### config.mk
export PLATFORM = sky130hd
export DESIGN_NAME = genome_axi_write_master_flat
export DESIGN_NICKNAME = d
export VERILOG_FILES = /design/src/rtl/genome_axi_write_master_if.sv /design/src/rtl/genome_axi_write_master.sv /design/src/flat_wrapper.sv
export SDC_FILE = /design/constraint.sdc
export NUM_CORES = 1
export LEC_CHECK = 0
export BUFFER_PORTS_ARGS = -buffer_cell sky130_fd_sc_hd__buf_4
export CORE_AREA = 5 5 495 497
export CTS_CLUSTER_DIAMETER = 200
export DETAILED_ROUTE_END_ITERATION = 7
export DIE_AREA = 0 0 500 502
export PLACE_DENSITY = 0.3
export SLEW_MARGIN = 0
export SYNTH_ARGS = -nofsm -noshare
export SYNTH_HDL_FRONTEND = slang
export SYNTH_SLANG_ARGS = --single-unit
### constraint.sdc
create_clock -name aclk -period 10.5 [get_ports aclk]
set_input_delay 0.525 -clock aclk [delete_from_list [all_inputs] [get_ports aclk]]
set_output_delay 0.525 -clock aclk [all_outputs]
set_load 0.02 [all_outputs]
### src/rtl/genome_axi_write_master_if.sv
// AXI4 write-channel and AXI4-Stream bundle for genome_axi_write_master.
// The master modport is the write master's view; slave is the memory/stream side.
interface genome_axi_write_master_if #(
   parameter int unsigned C_M_AXI_ADDR_WIDTH = 64,
   parameter int unsigned C_M_AXI_DATA_WIDTH = 512
);
   logic                            m_axi_awvalid;
   logic                            m_axi_awready;
   logic [C_M_AXI_ADDR_WIDTH-1:0]   m_axi_awaddr;
   logic [7:0]                      m_axi_awlen;
   logic                            m_axi_wvalid;
   logic                            m_axi_wready;
   logic [C_M_AXI_DATA_WIDTH-1:0]   m_axi_wdata;
   logic [C_M_AXI_DATA_WIDTH/8-1:0] m_axi_wstrb;
   logic                            m_axi_wlast;
   logic                            m_axi_bvalid;
   logic                            m_axi_bready;
   logic [1:0]                      m_axi_bresp;
   logic                            s_axis_tvalid;
   logic                            s_axis_tready;
   logic [C_M_AXI_DATA_WIDTH-1:0]   s_axis_tdata;

   modport master (
      output m_axi_awvalid, m_axi_awaddr, m_axi_awlen,
      input  m_axi_awready,
      output m_axi_wvalid, m_axi_wdata, m_axi_wstrb, m_axi_wlast,
      input  m_axi_wready,
      input  m_axi_bvalid, m_axi_bresp,
      output m_axi_bready,
      input  s_axis_tvalid, s_axis_tdata,
      output s_axis_tready
   );

   modport slave (
      input  m_axi_awvalid, m_axi_awaddr, m_axi_awlen,
      output m_axi_awready,
      input  m_axi_wvalid, m_axi_wdata, m_axi_wstrb, m_axi_wlast,
      output m_axi_wready,
      output m_axi_bvalid, m_axi_bresp,
      input  m_axi_bready,
      output s_axis_tvalid, s_axis_tdata,
      input  s_axis_tready
   );
endinterface

### src/rtl/genome_axi_write_master.sv
// AXI4 write master: streams s_axis beats into a contiguous memory region using
// C_BURST_LEN-beat bursts, up to C_MAX_OUTSTANDING in flight, byte-accurate last beat.
module genome_axi_write_master #(
   parameter int unsigned C_M_AXI_ADDR_WIDTH = 64,
   parameter int unsigned C_M_AXI_DATA_WIDTH = 512,
   parameter int unsigned C_XFER_SIZE_WIDTH  = 32,
   parameter int unsigned C_BURST_LEN        = 64,
   parameter int unsigned C_MAX_OUTSTANDING  = 32
) (
   input  logic                          aclk,
   input  logic                          areset,
   input  logic                          ctrl_start,
   output logic                          ctrl_done,
   output logic                          ctrl_busy,
   output logic                          ctrl_error,
   input  logic [C_M_AXI_ADDR_WIDTH-1:0] ctrl_addr_offset,
   input  logic [C_XFER_SIZE_WIDTH-1:0]  ctrl_xfer_size_in_bytes,
   genome_axi_write_master_if.master     bus
);
   localparam int unsigned DW_BYTES    = C_M_AXI_DATA_WIDTH / 8;
   localparam int unsigned BYTE_SHIFT  = $clog2(DW_BYTES);
   localparam int unsigned BURST_SHIFT = $clog2(C_BURST_LEN);
   localparam int unsigned CNT_W       = C_XFER_SIZE_WIDTH + 1;
   localparam int unsigned LEN_W       = BURST_SHIFT + 1;
   localparam int unsigned OST_W       = $clog2(C_MAX_OUTSTANDING + 1);
   localparam logic [C_M_AXI_ADDR_WIDTH-1:0] BURST_STEP =
      C_M_AXI_ADDR_WIDTH'(C_BURST_LEN * DW_BYTES);
   localparam logic [DW_BYTES-1:0] STRB_ALL = '1;

   typedef logic [CNT_W-1:0] cnt_t;
   typedef enum logic [0:0] {StIdle, StRun} state_e;

   state_e                        state_q, state_d;
   logic [C_M_AXI_ADDR_WIDTH-1:0] awaddr_q;
   cnt_t                          bursts_q, aw_cnt_q, w_burst_q, b_cnt_q;
   logic [LEN_W-1:0]              last_len_q, beat_q;
   logic [BYTE_SHIFT-1:0]         rem_q;
   logic [OST_W-1:0]              ost_q, cred_q;
   logic                          done_q, error_q;

   logic             run, start_acc, size_zero;
   logic             aw_hs, w_hs, b_hs;
   logic             aw_final, w_final_burst, b_final, beat_last;
   logic [LEN_W-1:0] w_len, awlen_full;
   cnt_t             size_ext, beats, bursts;
   logic [LEN_W-1:0] last_len;

   always_comb begin
      run       = (state_q == StRun);
      size_zero = (ctrl_xfer_size_in_bytes == '0);
      start_acc = !run && ctrl_start;

      // Ceil divisions done once at start; the extra counter bit absorbs the rounding carry.
      size_ext = {1'b0, ctrl_xfer_size_in_bytes};
      beats    = (size_ext + cnt_t'(DW_BYTES - 1)) >> BYTE_SHIFT;
      bursts   = (beats + cnt_t'(C_BURST_LEN - 1)) >> BURST_SHIFT;
      last_len = LEN_W'((beats - cnt_t'(1)) & cnt_t'(C_BURST_LEN - 1)) + LEN_W'(1);

      aw_final      = (aw_cnt_q == bursts_q - cnt_t'(1));
      w_final_burst = (w_burst_q == bursts_q - cnt_t'(1));
      b_final       = (b_cnt_q == bursts_q - cnt_t'(1));
      w_len         = w_final_burst ? last_len_q : LEN_W'(C_BURST_LEN);
      beat_last     = (beat_q == w_len - LEN_W'(1));
      awlen_full    = aw_final ? (last_len_q - LEN_W'(1)) : LEN_W'(C_BURST_LEN - 1);

      bus.m_axi_awvalid = run && (aw_cnt_q < bursts_q) && (ost_q < OST_W'(C_MAX_OUTSTANDING));
      bus.m_axi_awaddr  = run ? awaddr_q : '0;
      bus.m_axi_awlen   = run ? 8'(awlen_full) : 8'd0;
      bus.m_axi_wvalid  = run && bus.s_axis_tvalid && (cred_q != '0);
      bus.s_axis_tready = run && bus.m_axi_wready && (cred_q != '0);
      bus.m_axi_wdata   = run ? bus.s_axis_tdata : '0;
      bus.m_axi_wlast   = run && beat_last;
      bus.m_axi_bready  = run;
      if (!run) begin
         bus.m_axi_wstrb = '0;
      end else if (w_final_burst && beat_last && (rem_q != '0)) begin
         bus.m_axi_wstrb = ~(STRB_ALL << rem_q);
      end else begin
         bus.m_axi_wstrb = STRB_ALL;
      end

      aw_hs = bus.m_axi_awvalid && bus.m_axi_awready;
      w_hs  = bus.m_axi_wvalid && bus.m_axi_wready;
      b_hs  = run && bus.m_axi_bvalid;

      ctrl_done  = done_q;
      ctrl_busy  = run;
      ctrl_error = error_q;
   end

   always_comb begin
      state_d = state_q;
      case (state_q)
         StIdle:  if (ctrl_start && !size_zero) state_d = StRun;
         StRun:   if (b_hs && b_final) state_d = StIdle;
         default: state_d = StIdle;
      endcase
   end

   always_ff @(posedge aclk or posedge areset) begin
      if (areset) begin
         state_q    <= StIdle;
         awaddr_q   <= '0;
         bursts_q   <= '0;
         last_len_q <= '0;
         rem_q      <= '0;
         aw_cnt_q   <= '0;
         w_burst_q  <= '0;
         beat_q     <= '0;
         b_cnt_q    <= '0;
         ost_q      <= '0;
         cred_q     <= '0;
         done_q     <= 1'b0;
         error_q    <= 1'b0;
      end else begin
         state_q <= state_d;
         done_q  <= (start_acc && size_zero) || (b_hs && b_final);
         if (start_acc) begin
            error_q    <= 1'b0;
            awaddr_q   <= ctrl_addr_offset;
            bursts_q   <= bursts;
            last_len_q <= last_len;
            rem_q      <= ctrl_xfer_size_in_bytes[BYTE_SHIFT-1:0];
            aw_cnt_q   <= '0;
            w_burst_q  <= '0;
            beat_q     <= '0;
            b_cnt_q    <= '0;
            ost_q      <= '0;
            cred_q     <= '0;
         end else if (run) begin
            if (aw_hs) begin
               aw_cnt_q <= aw_cnt_q + cnt_t'(1);
               awaddr_q <= awaddr_q + BURST_STEP;
            end
            if (w_hs) begin
               if (beat_last) begin
                  beat_q    <= '0;
                  w_burst_q <= w_burst_q + cnt_t'(1);
               end else begin
                  beat_q <= beat_q + LEN_W'(1);
               end
            end
            if (b_hs) begin
               b_cnt_q <= b_cnt_q + cnt_t'(1);
               if (bus.m_axi_bresp != 2'b00) error_q <= 1'b1;
            end
            if (aw_hs && !b_hs) ost_q <= ost_q + OST_W'(1);
            else if (!aw_hs && b_hs) ost_q <= ost_q - OST_W'(1);
            // Credit: bursts whose address was accepted but whose data is not yet complete.
            if (aw_hs && !(w_hs && beat_last)) cred_q <= cred_q + OST_W'(1);
            else if (!aw_hs && w_hs && beat_last) cred_q <= cred_q - OST_W'(1);
         end
      end
   end
endmodule
### src/flat_wrapper.sv
// flat-port wrapper written by rule: the top's interface ports become plain ports
module genome_axi_write_master_flat 
#(
   parameter int unsigned C_M_AXI_ADDR_WIDTH = 64,
   parameter int unsigned C_M_AXI_DATA_WIDTH = 512,
   parameter int unsigned C_XFER_SIZE_WIDTH  = 32,
   parameter int unsigned C_BURST_LEN        = 64,
   parameter int unsigned C_MAX_OUTSTANDING  = 32
)
  (aclk, areset, ctrl_start, ctrl_done, ctrl_busy, ctrl_error, ctrl_addr_offset, ctrl_xfer_size_in_bytes, bus_m_axi_awvalid, bus_m_axi_awaddr, bus_m_axi_awlen, bus_m_axi_awready, bus_m_axi_wvalid, bus_m_axi_wdata, bus_m_axi_wstrb, bus_m_axi_wlast, bus_m_axi_wready, bus_m_axi_bvalid, bus_m_axi_bresp, bus_m_axi_bready, bus_s_axis_tvalid, bus_s_axis_tdata, bus_s_axis_tready);
  genome_axi_write_master_if #(.C_M_AXI_ADDR_WIDTH(C_M_AXI_ADDR_WIDTH), .C_M_AXI_DATA_WIDTH(C_M_AXI_DATA_WIDTH)) bus_i ();
  input  logic aclk;
  input  logic areset;
  input  logic ctrl_start;
  output logic ctrl_done;
  output logic ctrl_busy;
  output logic ctrl_error;
  input  logic [C_M_AXI_ADDR_WIDTH-1:0] ctrl_addr_offset;
  input  logic [C_XFER_SIZE_WIDTH-1:0] ctrl_xfer_size_in_bytes;
  output wire logic [$bits(bus_i.m_axi_awvalid)-1:0] bus_m_axi_awvalid;
  output wire logic [$bits(bus_i.m_axi_awaddr)-1:0] bus_m_axi_awaddr;
  output wire logic [$bits(bus_i.m_axi_awlen)-1:0] bus_m_axi_awlen;
  input wire logic [$bits(bus_i.m_axi_awready)-1:0] bus_m_axi_awready;
  output wire logic [$bits(bus_i.m_axi_wvalid)-1:0] bus_m_axi_wvalid;
  output wire logic [$bits(bus_i.m_axi_wdata)-1:0] bus_m_axi_wdata;
  output wire logic [$bits(bus_i.m_axi_wstrb)-1:0] bus_m_axi_wstrb;
  output wire logic [$bits(bus_i.m_axi_wlast)-1:0] bus_m_axi_wlast;
  input wire logic [$bits(bus_i.m_axi_wready)-1:0] bus_m_axi_wready;
  input wire logic [$bits(bus_i.m_axi_bvalid)-1:0] bus_m_axi_bvalid;
  input wire logic [$bits(bus_i.m_axi_bresp)-1:0] bus_m_axi_bresp;
  output wire logic [$bits(bus_i.m_axi_bready)-1:0] bus_m_axi_bready;
  input wire logic [$bits(bus_i.s_axis_tvalid)-1:0] bus_s_axis_tvalid;
  input wire logic [$bits(bus_i.s_axis_tdata)-1:0] bus_s_axis_tdata;
  output wire logic [$bits(bus_i.s_axis_tready)-1:0] bus_s_axis_tready;
  assign bus_m_axi_awvalid = bus_i.m_axi_awvalid;
  assign bus_m_axi_awaddr = bus_i.m_axi_awaddr;
  assign bus_m_axi_awlen = bus_i.m_axi_awlen;
  assign bus_i.m_axi_awready = bus_m_axi_awready;
  assign bus_m_axi_wvalid = bus_i.m_axi_wvalid;
  assign bus_m_axi_wdata = bus_i.m_axi_wdata;
  assign bus_m_axi_wstrb = bus_i.m_axi_wstrb;
  assign bus_m_axi_wlast = bus_i.m_axi_wlast;
  assign bus_i.m_axi_wready = bus_m_axi_wready;
  assign bus_i.m_axi_bvalid = bus_m_axi_bvalid;
  assign bus_i.m_axi_bresp = bus_m_axi_bresp;
  assign bus_m_axi_bready = bus_i.m_axi_bready;
  assign bus_i.s_axis_tvalid = bus_s_axis_tvalid;
  assign bus_i.s_axis_tdata = bus_s_axis_tdata;
  assign bus_s_axis_tready = bus_i.s_axis_tready;
  genome_axi_write_master #(.C_M_AXI_ADDR_WIDTH(C_M_AXI_ADDR_WIDTH), .C_M_AXI_DATA_WIDTH(C_M_AXI_DATA_WIDTH), .C_XFER_SIZE_WIDTH(C_XFER_SIZE_WIDTH), .C_BURST_LEN(C_BURST_LEN), .C_MAX_OUTSTANDING(C_MAX_OUTSTANDING)) u_core (.aclk(aclk), .areset(areset), .ctrl_start(ctrl_start), .ctrl_done(ctrl_done), .ctrl_busy(ctrl_busy), .ctrl_error(ctrl_error), .ctrl_addr_offset(ctrl_addr_offset), .ctrl_xfer_size_in_bytes(ctrl_xfer_size_in_bytes), .bus(bus_i));
endmodule
==> results of run 1 <==
[kinds of logic after synthesis]
logic type               after synthesis  synth area share (%)
AND/OR/NAND/NOR                     1387                  40.0
adder cells (fa/ha/maj)               42                  2.84
flip-flops                           220                  28.9
XOR/XNOR                             203                  9.55
multiplexers                          15                 0.788
other                                  1                0.0197
buffers and inverters                253                  5.26
AO/OA/AOI/OAI                        395                  12.6
==> out/metrics.cfg, run 1 <==
[synth]
synth_cells = 2516
syn_area_per_cell_um2 = 7.57
synth.area.top_cells = dfrtp_1, and2_1, xnor2_1
yosys-top-cells-count = and2_1, nand2_1, dfrtp_1
yosysUniqueCellTypes = 74
synth_most_common_cell = and2_1
synth_area_um2 = 19000
synth-edff-count = 0
yosysTopAreaCellShare_pct = 28.9
yosysTopAreaCell = dfrtp_1
synth-seq-cells = 220
async_flop_share_pct = 100
synth_ff_type = dfrtp_1
yosys_warnings = 0
syn_nets = 3175
synth_seq_area_share_pct = 28.9

[die]
rows = 180
chipWidth_um = 500
io_pins = 1273
die_h_um = 502
start_util_pct = 7.94

[place]
port_buffers = 1271

[run_status]
error_line = [ERROR GPL-0305] RePlAce diverged during gradient descent calculation, resulting in an invalid step length (Inf or NaN). This is often caused by numerical instability ...
stop_stage = global placement
status = did not finish

==> run 2: changes to the inputs <==
- CORE_AREA: 5 5 495 497 -> 5 5 491 493
- CTS_CLUSTER_DIAMETER: 200 -> not set
- DIE_AREA: 0 0 500 502 -> 0 0 496 498
- PLACE_DENSITY: 0.3 -> not set
- PLACE_DENSITY_LB_ADDON: not set -> 0.15
==> run 2 against run 1 <==
Effect of this change: the run now ends clean; synthesized cell count unchanged; area after synthesis unchanged.
==> out/metrics.cfg, run 2 <==
[cells_and_area]
final_cell_mix = buf_4, and2_1, nand2_1
fillCellCount = 27600
nets = 4348
synthToLayoutAreaGrowth_pct = 79.1
top_register = u_core.awaddr_q
final_cell_area_um2 = 34100
largest_reg_flops = 64
layout-drive-gt1-share_pct = 37.5
layout_commonest_cell = buf_4

[synth]
synth_ff_type = dfrtp_1
synth_most_common_cell = and2_1
synth_simple_gate_area_share_pct = 40.0  ; unchanged
synth_cells = 2516  ; unchanged
synth-seq-cells = 220  ; unchanged
synth_compound_area_share_pct = 12.6  ; unchanged
synth_xor_area_share_pct = 9.55  ; unchanged
muxShareOfSynthArea_pct = 0.788  ; unchanged
synth_top_family_by_area = simple AND/OR/NAND/NOR gates
syn_area_per_cell_um2 = 7.57  ; unchanged
yosysTopAreaCell = dfrtp_1
yosys-top-cells-count = and2_1, nand2_1, dfrtp_1
synth_seq_area_share_pct = 28.9  ; unchanged
synthAdderAreaFrac_pct = 2.84  ; unchanged
yosysTopAreaCellShare_pct = 28.9  ; unchanged
synth.area.top_cells = dfrtp_1, and2_1, xnor2_1
yosys_warnings = 0  ; unchanged
synth_area_um2 = 19000  ; unchanged
syn_nets = 3175  ; unchanged
async_flop_share_pct = 100  ; unchanged
yosysUniqueCellTypes = 74  ; unchanged
synth-edff-count = 0  ; unchanged

[timing]
period_share_pct = 81.3
min_period_ns = 8.54
maxSlewHeadroom_pct = 22.0
skew_ns = 0.0455
setup_viol = 0
rsz0062_at_grt = false
hold_viol = 0
finalSetupTns_ns = 0
maxSlewViolCount = 0
max_freq_mhz = 117
tightestPinTransition_ns = 1.17

[global_routing]
top_usage_layer = met2
grt_pass1_vias = 25300
antenna_found_initial = 202
use_met1_pct = 23.9
grt_remaining_overflow = 0
grt_util_met2_pct = 41.6
grt.met3_usage_pct = 6.63
grt_pass1_wl_um = 357000
track_usage_pct = 23.3
grt_max_degree = 139

[power_and_ir_drop]
leakage_nw = 14.3
cellPowerDensity_nw_per_um2 = 169
peakVddDrop_uv = 107

[cts]
clockBufferDepth = 3
cts_root_buf = clkbuf_16
cts_max_level = 2
cts_tree = built
clk_latency_ns = 0.60
clk_pin_slew_ns = 0.06
cts_buffers = 36
cts.sinks = 220
cts_resized = 0

[route]
dr.pass1.iters = 6
ant_nets = 0
route.detailed.drc = 0
routed-via-count = 25400
detail_route.wl_per_cell_um = 41.9
vias_per_cell = 3.53
drt-total-wl_um = 302000
drt_iter0_markers = 1805

[critical_path]
slowest_stage = nor3_2
worst_setup_path_start_kind = flop
crit_type = flop to output port
cp_data_arrival_time_ns = 8.01
endpoint_kind = output port
cp_cell_sequence = inv_1 -> ha_1 -> or3b_2 -> nor3_2 -> nand2_1 -> xnor2_1 -> nor4b_1 -> and4_1 -> nand2_1 -> ha_1 -> inv_1 -> nor2_1 -> mux2i_1 -> nor3_1 -> and4_1 -> a211o_1 -> a221oi_4 -> o2111ai_1 -> buf_4 -> o21ai_4 -> o21ai_0 -> buf_4
critPathRequiredTime_ns = 9.98
critPathMaxStageDelay_ns = 0.72
cp_max_fo = 27
cp_num_buf_inv = 4
cp_top_family = simple AND/OR/NAND/NOR gates

[die]
chipWidth_um = 496  ; -0.80%
die_h_um = 498  ; -0.80%
die_area_um2 = 247000
rows = 179  ; -0.56%
start_util_pct = 8.05  ; +0.11 points
io_pins = 1273  ; unchanged
core_region_area_um2 = 237000

[place]
gp_congestion = 1.04
dpl-instance-area_um2 = 32200
port_buffers = 1271  ; unchanged
hpwl_um = 266000

[hold_path]
hold_class = input pin to flop

[run]
max_cap_violations = 0

[run_status]
status = completed

==> run 2: logic make-up (layout without fill, tap and decap cells) <==
family                   after synthesis  count (layout)
multiplexers                          15              15
buffers and inverters                253            1451
XOR/XNOR                             203             203
other                                  1             311
AO/OA/AOI/OAI                        395             395
flip-flops                           220             220
adder cells (fa/ha/maj)               42              42
AND/OR/NAND/NOR                     1387            1387
==> run 2: final timing paths <==
check                                           from                      end  slack, ns  cells after the start
worst max-delay path              u_core.bursts_q[0]      bus_m_axi_wstrb[27]       1.96                     22
worst min-delay path            ctrl_addr_offset[10]      u_core.awaddr_q[10]       0.13                      3
worst max register to register    u_core.bursts_q[0]         u_core.cred_q[5]       2.43                     29
worst min register to register    u_core.awaddr_q[6]       u_core.awaddr_q[6]       0.47                      2
max in group asynchronous                     areset  u_core.bus.m_axi_bready       8.56                      4
min in group asynchronous                     areset       u_core.awaddr_q[2]       0.60                      3
==> run 2: cell type report <==
| type | count | area, µm² | share of cell area (%) |
|---|---|---|---|
| diodes | 310 | 776 | 2.27 |
| clock inverters | 12 | 123 | 0.359 |
| flip-flops and latches | 220 | 5510 | 16.2 |
| clock buffers | 51 | 1030 | 3.01 |
| well taps | 3167 | 3960 | 11.6 |
| inverters | 85 | 327 | 0.957 |
| multi-input cells | 2043 | 12600 | 36.9 |
| repair buffers | 1303 | 9810 | 28.8 |
==> run 2: through the flow <==
stage          total power, mW  hold slack, ns  instances  util (%)  setup WS, ns
6_report                  5.75           0.128       7191      14.4          1.96
3_3_place_gp              4.58           0.452       6817      13.6          2.44
2_1_floorplan             2.74           0.437       2516         -          3.95
4_1_cts                   5.86          0.0732       6881      14.1          1.92
3_5_place_dp              4.56           0.455       6817      13.6          2.51
5_1_grt                   6.05          0.0927       7146      14.4          1.48
==> run 2: report_power, final <==
group	internal, mW	switching [mW]	leakage [nW]
logic	1.11	2.10	10.9
registers	1.03	0.289	2.86
clock network	0.711	0.518	0.561
==> run 2: per-layer routing <==
metal  wire length (µm)  up-vias  part of all wire, %
met2             152000     1245                   50
met5                402        -                 0.13
met1             103000    12400                   34
li1                   -    11200                    -
met3              24200      397                  8.0
met4              21800       64                  7.2
==> run 2: tightest hold or removal path, stage by stage <==
cell and delay, ns:
buf_4 0.08, nand2_1 0.04, nand2_1 0.05
==> run 2: timing repair <==
action | 4_1_cts | 5_1_grt
buffers inserted | 0 | 0
endpoints found under the hold margin | 16 | 0
hold buffers | 1 | 0
Power figures use the tool's default switching activity.
